[src/rtl/accel_pkg.sv]
// accel_pkg: device constants, init table and state types for the accelerometer sequencer.
package accel_pkg;

  localparam logic [7:0] DEV_W    = 8'hA6;
  localparam logic [7:0] DEV_R    = 8'hA7;
  localparam logic [7:0] DATA_REG = 8'h32;
  localparam int         N_INIT   = 3;

  typedef enum logic [2:0] {
    IDLE,
    ISSUE,
    GAP,
    WAIT_TICK,
    FAULT
  } seq_state_t;

  typedef enum logic [1:0] {
    STEP_INIT,
    STEP_PTR,
    STEP_READ
  } step_t;

  // Register address of init table entry idx.
  function automatic logic [7:0] init_reg(input logic [1:0] idx);
    case (idx)
      2'd0:    return 8'h2C;
      2'd1:    return 8'h31;
      default: return 8'h2D;
    endcase
  endfunction

  // Value written to register init_reg(idx).
  function automatic logic [7:0] init_val(input logic [1:0] idx);
    case (idx)
      2'd0:    return 8'h0A;
      2'd1:    return 8'h0B;
      default: return 8'h08;
    endcase
  endfunction

endpackage

[src/rtl/accel_i2c_sequencer_if.sv]
// accel_i2c_sequencer_if: command/response bundle between the sequencer and the I2C bus master.
interface accel_i2c_sequencer_if;

  logic        I2C_en;
  logic        I2C_wr;
  logic [31:0] I2C_wdata;
  logic [31:0] I2C_rdata;
  logic [4:0]  I2C_NM;
  logic        I2C_done;
  logic        I2C_error;
  logic [23:0] ReadData;

  // The sequencer issues commands.
  modport master (
    output I2C_en, I2C_wr, I2C_wdata, I2C_rdata, I2C_NM,
    input  I2C_done, I2C_error, ReadData
  );

  // The I2C bus master executes them.
  modport slave (
    input  I2C_en, I2C_wr, I2C_wdata, I2C_rdata, I2C_NM,
    output I2C_done, I2C_error, ReadData
  );

endinterface

[src/rtl/sample_fifo.sv]
// sample_fifo: small synchronous FIFO holding {X,Y,Z} samples for the USB side.
// A push while full is accepted only when a pop happens in the same cycle.
module sample_fifo #(
  parameter int WIDTH = 24,
  parameter int DEPTH = 4
) (
  input  logic             clk,
  input  logic             reset,
  input  logic             push,
  input  logic             pop,
  input  logic [WIDTH-1:0] din,
  output logic [WIDTH-1:0] dout,
  output logic             full,
  output logic             empty
);

  localparam int AW = (DEPTH > 1) ? $clog2(DEPTH) : 1;
  localparam logic [AW:0] CNT_FULL = (AW + 1)'(DEPTH);

  logic [WIDTH-1:0] mem [DEPTH];
  logic [AW-1:0]    wr_ptr;
  logic [AW-1:0]    rd_ptr;
  logic [AW:0]      count;
  logic             do_push;
  logic             do_pop;

  assign full    = (count == CNT_FULL);
  assign empty   = (count == '0);
  assign dout    = mem[rd_ptr];
  assign do_pop  = pop && !empty;
  assign do_push = push && (!full || do_pop);

  // Storage, pointers and occupancy; pointers wrap naturally since DEPTH is a power of 2.
  always_ff @(posedge clk) begin
    if (reset) begin
      wr_ptr <= '0;
      rd_ptr <= '0;
      count  <= '0;
      for (int i = 0; i < DEPTH; i++) mem[i] <= '0;
    end else begin
      if (do_push) begin
        mem[wr_ptr] <= din;
        wr_ptr      <= wr_ptr + 1'b1;
      end
      if (do_pop) rd_ptr <= rd_ptr + 1'b1;
      case ({do_push, do_pop})
        2'b10:   count <= count + 1'b1;
        2'b01:   count <= count - 1'b1;
        default: count <= count;
      endcase
    end
  end

endmodule

[src/rtl/accel_i2c_sequencer.sv]
// accel_i2c_sequencer: runs the accelerometer init table over I2C, then polls X/Y/Z
// on a periodic tick, with per-transaction retry/timeout and a sample FIFO.
module accel_i2c_sequencer
  import accel_pkg::*;
#(
  parameter int SAMPLE_DIV = 100000,
  parameter int MAX_RETRY  = 3,
  parameter int TIMEOUT    = 4095,
  parameter int FIFO_DEPTH = 4
) (
  input  logic                         clk_in,
  input  logic                         reset,
  input  logic                         start,
  accel_i2c_sequencer_if.master        bus,
  output logic [23:0]                  sample_data,
  output logic                         sample_valid,
  input  logic                         sample_ready,
  output logic                         init_done,
  output logic                         fault,
  output logic [7:0]                   overflow_cnt
);

  localparam int TICK_W = (SAMPLE_DIV > 1) ? $clog2(SAMPLE_DIV) : 1;
  localparam int TMO_W  = $clog2(TIMEOUT + 1);
  localparam int RTY_W  = (MAX_RETRY > 0) ? $clog2(MAX_RETRY + 1) : 1;

  localparam logic [TICK_W-1:0] TICK_LAST = TICK_W'(SAMPLE_DIV - 1);
  localparam logic [TMO_W-1:0]  TMO_LAST  = TMO_W'(TIMEOUT - 1);
  localparam logic [RTY_W-1:0]  RTY_MAX   = RTY_W'(MAX_RETRY);
  localparam logic [1:0]        LAST_INIT = 2'(N_INIT - 1);

  seq_state_t        state, state_n;
  step_t             step, step_n;
  logic [1:0]        init_idx, init_idx_n;
  logic [RTY_W-1:0]  retry, retry_n;
  logic [TMO_W-1:0]  tmo_cnt, tmo_cnt_n;
  logic              err, err_n;
  logic [23:0]       rd_q, rd_n;
  logic              init_done_n;
  logic              fault_n;
  logic [TICK_W-1:0] tick_cnt, tick_cnt_n;
  logic              tick_pend, tick_pend_n;
  logic              tick;
  logic              restart;
  logic              pend_clear;
  logic              push_req;
  logic              pop;
  logic              drop;
  logic              fifo_full;
  logic              fifo_empty;

  assign sample_valid = !fifo_empty;
  assign pop          = sample_valid && sample_ready;
  assign drop         = push_req && fifo_full && !pop;

  // Register all sequencer state; reset returns to IDLE with everything cleared.
  always_ff @(posedge clk_in) begin
    if (reset) begin
      state        <= IDLE;
      step         <= STEP_INIT;
      init_idx     <= '0;
      retry        <= '0;
      tmo_cnt      <= '0;
      err          <= 1'b0;
      rd_q         <= '0;
      init_done    <= 1'b0;
      fault        <= 1'b0;
      tick_cnt     <= '0;
      tick_pend    <= 1'b0;
      overflow_cnt <= '0;
    end else begin
      state     <= state_n;
      step      <= step_n;
      init_idx  <= init_idx_n;
      retry     <= retry_n;
      tmo_cnt   <= tmo_cnt_n;
      err       <= err_n;
      rd_q      <= rd_n;
      init_done <= init_done_n;
      fault     <= fault_n;
      tick_cnt  <= tick_cnt_n;
      tick_pend <= tick_pend_n;
      if (drop && (overflow_cnt != 8'hFF)) overflow_cnt <= overflow_cnt + 8'd1;
    end
  end

  // Next-state logic: issue, one-cycle gap to reset the master, then retry/advance/fault.
  always_comb begin
    state_n     = state;
    step_n      = step;
    init_idx_n  = init_idx;
    retry_n     = retry;
    tmo_cnt_n   = '0;
    err_n       = err;
    rd_n        = rd_q;
    init_done_n = init_done;
    fault_n     = fault;
    push_req    = 1'b0;
    pend_clear  = 1'b0;
    restart     = 1'b0;

    case (state)
      IDLE, FAULT: begin
        if (start) begin
          restart     = 1'b1;
          state_n     = ISSUE;
          step_n      = STEP_INIT;
          init_idx_n  = '0;
          retry_n     = '0;
          fault_n     = 1'b0;
          init_done_n = 1'b0;
        end
      end
      ISSUE: begin
        if (bus.I2C_done) begin
          state_n = GAP;
          err_n   = bus.I2C_error;
          rd_n    = bus.ReadData;
        end else if (tmo_cnt == TMO_LAST) begin
          state_n = GAP;
          err_n   = 1'b1;
        end else begin
          tmo_cnt_n = tmo_cnt + 1'b1;
        end
      end
      GAP: begin
        if (err) begin
          if (retry < RTY_MAX) begin
            retry_n = retry + 1'b1;
            state_n = ISSUE;
          end else begin
            state_n = FAULT;
            fault_n = 1'b1;
          end
        end else begin
          retry_n = '0;
          case (step)
            STEP_INIT: begin
              if (init_idx == LAST_INIT) begin
                init_done_n = 1'b1;
                state_n     = WAIT_TICK;
              end else begin
                init_idx_n = init_idx + 1'b1;
                state_n    = ISSUE;
              end
            end
            STEP_PTR: begin
              step_n  = STEP_READ;
              state_n = ISSUE;
            end
            default: begin
              push_req = 1'b1;
              state_n  = WAIT_TICK;
            end
          endcase
        end
      end
      WAIT_TICK: begin
        if (tick_pend) begin
          pend_clear = 1'b1;
          step_n     = STEP_PTR;
          state_n    = ISSUE;
        end
      end
      default: state_n = IDLE;
    endcase
  end

  // Sample tick: free-runs only after init, latching a single pending request.
  always_comb begin
    tick       = init_done && (tick_cnt == TICK_LAST);
    tick_cnt_n = (!init_done || tick) ? '0 : tick_cnt + 1'b1;
    if (restart)         tick_pend_n = 1'b0;
    else if (tick)       tick_pend_n = 1'b1;
    else if (pend_clear) tick_pend_n = 1'b0;
    else                 tick_pend_n = tick_pend;
  end

  // Command decode: the master only sees a non-zero command while ISSUE holds it.
  always_comb begin
    bus.I2C_en    = 1'b0;
    bus.I2C_wr    = 1'b0;
    bus.I2C_wdata = '0;
    bus.I2C_rdata = '0;
    bus.I2C_NM    = '0;
    if (state == ISSUE) begin
      bus.I2C_en = 1'b1;
      case (step)
        STEP_INIT: begin
          bus.I2C_NM    = 5'd3;
          bus.I2C_wdata = {8'h00, DEV_W, init_reg(init_idx), init_val(init_idx)};
        end
        STEP_PTR: begin
          bus.I2C_NM    = 5'd2;
          bus.I2C_wdata = {16'h0000, DEV_W, DATA_REG};
        end
        default: begin
          bus.I2C_wr    = 1'b1;
          bus.I2C_NM    = 5'd4;
          bus.I2C_rdata = {DEV_R, 24'hFFFFFF};
        end
      endcase
    end
  end

  sample_fifo #(
    .WIDTH(24),
    .DEPTH(FIFO_DEPTH)
  ) u_fifo (
    .clk  (clk_in),
    .reset(reset),
    .push (push_req),
    .pop  (pop),
    .din  (rd_q),
    .dout (sample_data),
    .full (fifo_full),
    .empty(fifo_empty)
  );

endmodule

[src/flat_wrapper.sv]
// flat-port wrapper written by rule: the top's interface ports become plain ports
module accel_i2c_sequencer_flat import accel_pkg::*;
#(
  parameter int SAMPLE_DIV = 100000,
  parameter int MAX_RETRY  = 3,
  parameter int TIMEOUT    = 4095,
  parameter int FIFO_DEPTH = 4
)
  (clk_in, reset, start, sample_data, sample_valid, sample_ready, init_done, fault, overflow_cnt, bus_I2C_en, bus_I2C_wr, bus_I2C_wdata, bus_I2C_rdata, bus_I2C_NM, bus_I2C_done, bus_I2C_error, bus_ReadData);
  accel_i2c_sequencer_if bus_i ();
  input  logic clk_in;
  input  logic reset;
  input  logic start;
  output logic [23:0] sample_data;
  output logic sample_valid;
  input  logic sample_ready;
  output logic init_done;
  output logic fault;
  output logic [7:0] overflow_cnt;
  output wire logic [$bits(bus_i.I2C_en)-1:0] bus_I2C_en;
  output wire logic [$bits(bus_i.I2C_wr)-1:0] bus_I2C_wr;
  output wire logic [$bits(bus_i.I2C_wdata)-1:0] bus_I2C_wdata;
  output wire logic [$bits(bus_i.I2C_rdata)-1:0] bus_I2C_rdata;
  output wire logic [$bits(bus_i.I2C_NM)-1:0] bus_I2C_NM;
  input wire logic [$bits(bus_i.I2C_done)-1:0] bus_I2C_done;
  input wire logic [$bits(bus_i.I2C_error)-1:0] bus_I2C_error;
  input wire logic [$bits(bus_i.ReadData)-1:0] bus_ReadData;
  assign bus_I2C_en = bus_i.I2C_en;
  assign bus_I2C_wr = bus_i.I2C_wr;
  assign bus_I2C_wdata = bus_i.I2C_wdata;
  assign bus_I2C_rdata = bus_i.I2C_rdata;
  assign bus_I2C_NM = bus_i.I2C_NM;
  assign bus_i.I2C_done = bus_I2C_done;
  assign bus_i.I2C_error = bus_I2C_error;
  assign bus_i.ReadData = bus_ReadData;
  accel_i2c_sequencer #(.SAMPLE_DIV(SAMPLE_DIV), .MAX_RETRY(MAX_RETRY), .TIMEOUT(TIMEOUT), .FIFO_DEPTH(FIFO_DEPTH)) u_core (.clk_in(clk_in), .reset(reset), .start(start), .bus(bus_i), .sample_data(sample_data), .sample_valid(sample_valid), .sample_ready(sample_ready), .init_done(init_done), .fault(fault), .overflow_cnt(overflow_cnt));
endmodule
[config.mk]
export PLATFORM = sky130hd
export DESIGN_NAME = accel_i2c_sequencer_flat
export DESIGN_NICKNAME = d
export VERILOG_FILES = /design/src/rtl/accel_pkg.sv /design/src/rtl/accel_i2c_sequencer_if.sv /design/src/rtl/sample_fifo.sv /design/src/rtl/accel_i2c_sequencer.sv /design/src/flat_wrapper.sv
export SDC_FILE = /design/constraint.sdc
export NUM_CORES = 1
export LEC_CHECK = 0
export ABC_AREA = 1
export CAP_MARGIN = 10
export CORE_MARGIN = 2
export CORE_UTILIZATION = 54
export CTS_CLUSTER_SIZE = 25
export DETAILED_ROUTE_END_ITERATION = 16
export PLACE_DENSITY = 0.84
export SLEW_MARGIN = 5
export SYNTH_ARGS = -nofsm -noshare
export SYNTH_HDL_FRONTEND = slang
export SYNTH_SLANG_ARGS = --single-unit
export TNS_END_PERCENT = 100
[constraint.sdc]
create_clock -name clk_in -period 3.8 [get_ports clk_in]
set_input_delay 0.95 -clock clk_in [delete_from_list [all_inputs] [get_ports clk_in]]
set_output_delay 0.95 -clock clk_in [all_outputs]
set_load 0.01 [all_outputs]
# Word level (Yosys, flattened, before mapping)
# Memory sizes are Yosys's and may differ from the RTL's. A register that Yosys moved wholly into a read port is not among the register bits.
# Index checks and enable logic that the tools add are counted.
# op_classes
add_sub_neg	9
n_lt_le_gt_ge	1
n_eq_ne	24
n_mux	61
n_bitwise	1
n_reduce_logical	36
# op_table
op	count
$mux 32	3
$pmux 24 s2	1
$mux 2	13
$mux 1	25
$mux 24	1
$reduce_or 24->1	1
$mux 3	6
$add 17x1->17 const B	1
$eq 17x17->1 const B	1
$pmux 2 s2	4
$reduce_and 5->1	3
$add 12x1->12 const B	1
$eq 12x12->1 const B	1
$pmux 3 s2	2
$pmux 3 s4	1
$ne 2x1->1 const B	5
$pmux 5 s2	1
$add 2x1->2 const B	4
$add 8x1->8 const B	1
$ne 2x2->1 const B	4
$ne 8x8->1 const B	1
$reduce_bool 2->1	4
$reduce_or 2->1	4
$logic_and 1x1->1	7
23 further kinds	37
# word_totals
ff_bits	81
ramBits	96
inputBits	30
output_inout_bits	106
n_memories	1
# memory_table
memory	depth	word_bits	rd	rd_ports_with_merged_regs	wr	line	text
u_core.u_fifo.mem	4	24	1	1	4	sample_fifo.sv:20	logic [WIDTH-1:0] mem [DEPTH];

# Longest topological paths before layout
# Gate-level depths: netlist (run 1).
# depth
ltp_word	11
mapped_depth	11
depth_no_buf	11

# Hierarchy
# From an unflattened synthesis (run 1), not the netlist that was laid out.
# hier_totals
cells_unflattened	1006
area_unflattened_um2	8685.8
# modules_own_cells
mod	n_inst	cells_each	area_each_um2	seq_area_each_um2
sample_fifo	1	450	4773.3	3062.9
accel_i2c_sequencer	1	556	3912.5	1481.4

# Worst setup path before layout (run 1)
# Ideal clock, no wire load.
# synth_path
path_type	input -> register
start	in sample_ready
end	mem u_core.u_fifo.mem[3][0], enable pin
setup_time_ps	442
arrival_time_ps	3089
slack_ps	269
path_stages	4
cell_sequence	nor2_1 -> nand2_2 -> nand2_1 -> o31ai_1
# synth_lines
item	line	text
from (decl)	flat_wrapper.sv:16	input logic sample_ready;
to (decl)	sample_fifo.sv:20	

==> results.cfg, run 1 <==
[status]
status = completed

[sta]
whs_ns = 0.453
finalMaxSlewViolations = 0
rsz0062_at_grt = false
hold_viol = 0
finalCriticalPeriod_ns = 3.24
maxSlewHeadroom_pct = 36.5
setup_viol = 0
fin_worst_skew_ns = 0.00788
finalCritPeriodShare_pct = 85.2
max_freq_ghz = 0.309
tns_ns = 0
tightest_slew_ns = 0.946

[yosys]
synth_compound_area_share_pct = 10.3
ys_seq_area_share_pct = 51.2
synth-seq-cells = 179
yosysWarningCount = 0
synth_async_sr_flop_share_pct = 0
synthMuxAreaShare_pct = 0
synth_top_family_by_area = simple AND/OR/NAND/NOR gates
yosysUniqueCellTypes = 38
syn-cell-area_um2 = 8880
yosys.area_share.simple_pct = 22.9
synthAdderAreaFrac_pct = 1.49
syn_inst = 989
synth_xor_area_share_pct = 1.48
syn_avg_cell_area_um2 = 8.98
synth-edff-count = 96
synthFlopType = edfxtp_1
yosysTopAreaCell = edfxtp_1
synth_most_common_cell = nor2_1
synthTopCellsByArea = edfxtp_1 32%, dfxtp_1 19%, nor2_1 6.0%, buf_4 5.2%, o21ai_0 5.1%
synth_top_area_share_pct = 32.5
synth.top_cells.by_count = 143 x nor2_1, 116 x inv_1, 112 x nand2_1, 96 x edfxtp_1, 90 x o21ai_0

[global_route]
overflow = 0
grt_pass1_wl_mm = 31.1
antenna_found_initial = 0
grt_pass1_vias = 6498
grt_max_degree = 49
grt_use_total_pct = 22.0

[clock_network]
cts-root-buf = clkbuf_16
clk_path_buf_depth = 2
clk_latency_ns = 0.43
cts_buffers = 17
cts_resized = 0
cts_tree = built
holdBufCountCts = 0
h-tree-depth = 4
cts_sinks = 179
path_clk_slew_ns = 0.07
cts_setup_buffers = 0

[floorplanning]
rows = 46
die_h_um = 132
core_area_um2 = 16000
initial_core_util_pct = 55.5
dieArea_um2 = 17500
die_x_um = 132
io_pins = 136

[cells_and_area]
syn_to_final_growth_pct = 18.1
drive_gt1_share_pct = 12.6
n_antenna_cell = 0
final_util_pct = 65.6
nets = 1100

[power]
max-vdd-ir-drop_v = 0.000409
p_leak_nw = 4.21
power_density_nw_per_um2 = 561

[routing]
antenna_left = 0
via_per_inst = 5.14
avgRoutedWirePerCell_um = 14.6
drc = 0
drtPass1Iterations = 5
num_vias = 6627
routed_wl_mm = 18.8
drtIter0Drc = 432

[critical_path]
path_class = reg2out
required_ns = 2.85
path_max_fanout = 25
end_kind = primary output
start_kind = flip-flop
arrival_ns = 2.29

[placed_design]
dp_hpwl_mm = 12.1
place.gp.congestion = 0.917
io_buffers = 114

[job]
drv_cap = 0

[worst_hold_path]
hold_class = reg2reg
stage by stage:
| step | power [W] | worst slack, ns | std cells | area (um2) |
|---|---|---|---|---|
| 5_1_grt | 0.00618 | 0.442 | 1289 | 10500 |
| 3_3_place_gp | 0.00398 | 0.951 | 1256 | 9820 |
| 4_1_cts | 0.00590 | 0.567 | 1288 | 10500 |
| 2_1_floorplan | 0.00338 | 0.269 | 1009 | 8960 |
| 3_5_place_dp | 0.00402 | 0.896 | 1256 | 9820 |
| 6_report | 0.00588 | 0.563 | 1289 | 10500 |
area by class of cell:
class                   count  area (um2)
flip-flops and latches    179        4540
clock buffers              18         439
clock inverters            14         200
well taps                 216         270
fillers                  1221        5510
multi-input cells         613        3310
inverters                 121         457
repair buffers            128        1270
routing by layer:
layer	vias to the layer above	wire length, um	track usage, %
met5	-	0	0
met4	0	342	7.71
met3	29	983	4.23
met2	193	9450	38.6
met1	3126	8050	27.3
li1	3279	-	-
kinds of logic after synthesis:
group | count (synthesis)
simple gates | 392
flops | 179
fa+ha+maj | 10
compound gates | 175
buf+inv | 217
other cells | 1
xor+xnor | 15
path summary, 6_finish.rpt:
path                      startpoint                  endpoint  slack, ns  cells after the start
setup / recovery           flip-flop            sample_data[0]       0.56                      6
hold / removal    u_core.tick_cnt[0]        u_core.tick_cnt[0]       0.45                      1
setup reg to reg          u_core.err  u_core.u_fifo.mem[2][23]       1.73                      7
hold reg to reg   u_core.tick_cnt[0]        u_core.tick_cnt[0]       0.45                      1
cell usage in the layout, fill, tap and decap left out, types with 3 or more instances in the layout:
master	count
clkdlybuf4s50_1	114
conb_1	21
bufinv_16	4
o21ai_0	88
ha_1	9
dfxtp_1	83
nor2_4	22
o22ai_1	24
nor2_2	28
buf_4	13
nor2_1	143
a21oi_1	56
xor2_1	10
clkbuf_16	17
nor3_1	12
nand3_1	26
inv_1	116
nand2_1	112
xnor2_1	5
nand2_2	4
or2_2	3
inv_8	3
edfxtp_1	96
inv_2	4
nand4_1	11
nand3b_1	3
nand2_4	22
power by group:
group | internal [W] | switching [W]
Sequential | 0.00218 | 0.000115
Clock | 0.00113 | 0.000764
Combinational | 0.000703 | 0.000986
Total | 0.00402 | 0.00187
worst max-delay path, cell delays in order (launching register included):
cell             delay (ns)
dfxtp_1                0.30
buf_4                  0.21
inv_1                  0.08
buf_4                  0.27
o21ai_0                0.16
o22ai_1                0.24
clkdlybuf4s50_1        0.59
registers in the layout (all words and copies together), names as in the netlist, named ones only:
register / flops
u_core.step: 2
u_core.u_fifo.count: 3
u_core.overflow_cnt: 8
u_core.tick_pend: 1
u_core.err: 1
u_core.tick_cnt: 17
u_core.rd_q: 24
u_core.u_fifo.mem: 96
u_core.tmo_cnt: 12
u_core.retry: 2
u_core.u_fifo.wr_ptr: 2
u_core.fault: 1
u_core.init_done: 1
u_core.state: 3
u_core.init_idx: 2
u_core.u_fifo.rd_ptr: 2
No activity file was read; power rests on OpenSTA's default activity.
==> inputs of run 2 (changes only) <==
clock period = 3.66 ns   (was 3.8 ns; I/O delays follow)
==> results.cfg, run 2 (same netlist as run 1, synthesis figures left out) <==
[sta]
setup_viol = 0
finalCriticalPeriod_ns = 3.26
fin_worst_skew_ns = 0.00724
finalCritPeriodShare_pct = 89.2
layout_setup_ws_ns = 0.397
tns_ns = 0
whs_ns = 0.465
maxSlewHeadroom_pct = 39.9
max_freq_ghz = 0.306
hold_viol = 0
rsz0062_at_grt = false
finalMaxSlewViolations = 0
tightest_slew_ns = 0.895

[routing]
avgRoutedWirePerCell_um = 14.7
antenna_left = 0
drtPass1Iterations = 5
routed_wl_mm = 19.0
drtIter0Drc = 459
drc = 0
num_vias = 6664
via_per_inst = 5.17

[floorplanning]
die_h_um = 132
die_x_um = 132
dieArea_um2 = 17500
initial_core_util_pct = 55.5
io_pins = 136
core_area_um2 = 16000
rows = 46

[global_route]
grt_use_total_pct = 22.3
overflow = 0
grt_pass1_vias = 6384
grt_pass1_wl_mm = 31.3
antenna_found_initial = 0
grt_max_degree = 49

[critical_path]
regToRegSetupSlack_ns = 1.62
crit_path_max_incr_delay_ns = 0.65
slowest_stage = dfxtp_1
start_kind = flip-flop
path_max_fanout = 14
cp_cell_sequence = buf_4 -> o21ai_0 -> o22ai_1 -> clkdlybuf4s50_1
end_kind = primary output
path_class = reg2out
required_ns = 2.74
arrival_ns = 2.35

[cells_and_area]
syn_to_final_growth_pct = 17.4
nets = 1100
top_regs = u_core.u_fifo.mem x96, u_core.rd_q x24, u_core.tick_cnt x17
final_cell_mix = 143 x nor2_1, 116 x inv_1, 114 x clkdlybuf4s50_1
final_area_um2 = 10400
final_common_cell = nor2_1
drive_gt1_share_pct = 12.7
fillers = 1262
n_antenna_cell = 0
largest_register = u_core.u_fifo.mem
stdcell_count = 1289
largest_register_ffs = 96

[clock_network]
cts_buffers = 17
cts_resized = 0
clk_latency_ns = 0.42
cts-root-buf = clkbuf_16
clk_path_buf_depth = 2
cts_sinks = 179
h-tree-depth = 4
holdBufCountCts = 0
path_clk_slew_ns = 0.07
cts_tree = built
cts_setup_buffers = 0

[power]
max-vdd-ir-drop_v = 0.000379
power_density_nw_per_um2 = 564
p_leak_nw = 4.18

[placed_design]
place_area_um2 = 9840
place.gp.congestion = 0.909
io_buffers = 114
dp_slack_ns = 0.796
place_inst = 1256
dp_hpwl_mm = 12.4

[status]
status = completed

[job]
drv_cap = 0

[worst_hold_path]
hold_class = reg2reg
==> run 2: changes by cell type in the layout (fill, tap and decap cells not counted), moves of 2 or more <==
cell	delta
clkinv_1	-2
inv_6	+2
bufinv_16	-4
clkbuf_8	+2
==> run 2: path summary, 6_finish.rpt <==
| kind | start | end | cells after the start |
|---|---|---|---|
| worst max-delay path | flip-flop | sample_data[3] | 4 |
| worst min-delay path | u_core.state[2] | u_core.state[2] | 2 |
| worst max register to register | u_core.err | u_core.u_fifo.mem[0][21] | 7 |
| worst min register to register | u_core.state[2] | u_core.state[2] | 2 |
==> run 2: report_power, final <==
part	total (W)	switching, W	internal, W	leakage, nW
Clock	0.00173	0.000785	0.000941	0.279
Sequential	0.00239	0.000123	0.00227	1.66
Combinational	0.00177	0.00103	0.000736	2.24
==> run 2: area by class of cell <==
cell class / instances / area [um2] / share of cell area (%)
Inverter: 121 / 457 / 4.38
Clock inverter: 11 / 92.6 / 0.888
Multi-Input combinational cell: 613 / 3310 / 31.8
Clock buffer: 21 / 470 / 4.51
Sequential cell: 179 / 4540 / 43.6
Tap cell: 216 / 270 / 2.59
Timing Repair Buffer: 128 / 1280 / 12.3
==> run 2: routing by layer <==
layer | GRT usage [%] | routed length, um
met5 | 0 | 0
met4 | 7.65 | 373
met3 | 4.84 | 1140
met2 | 38.5 | 9560
met1 | 27.9 | 7940
==> run 2: through the flow <==
step	utilization (%)	total power, W
3_3_place_gp	61.5	0.00413
3_5_place_dp	61.5	0.00418
2_1_floorplan	-	0.00351
6_report	65.2	0.00588
5_1_grt	65.2	0.00619
4_1_cts	65.0	0.00590
==> run 2: critical path, delay by kind of cell, from the launching register on <==
family	cells	cell delay, ns
buffers and inverters	2	0.88
AO/OA/AOI/OAI	2	0.40
flip-flops	1	0.65
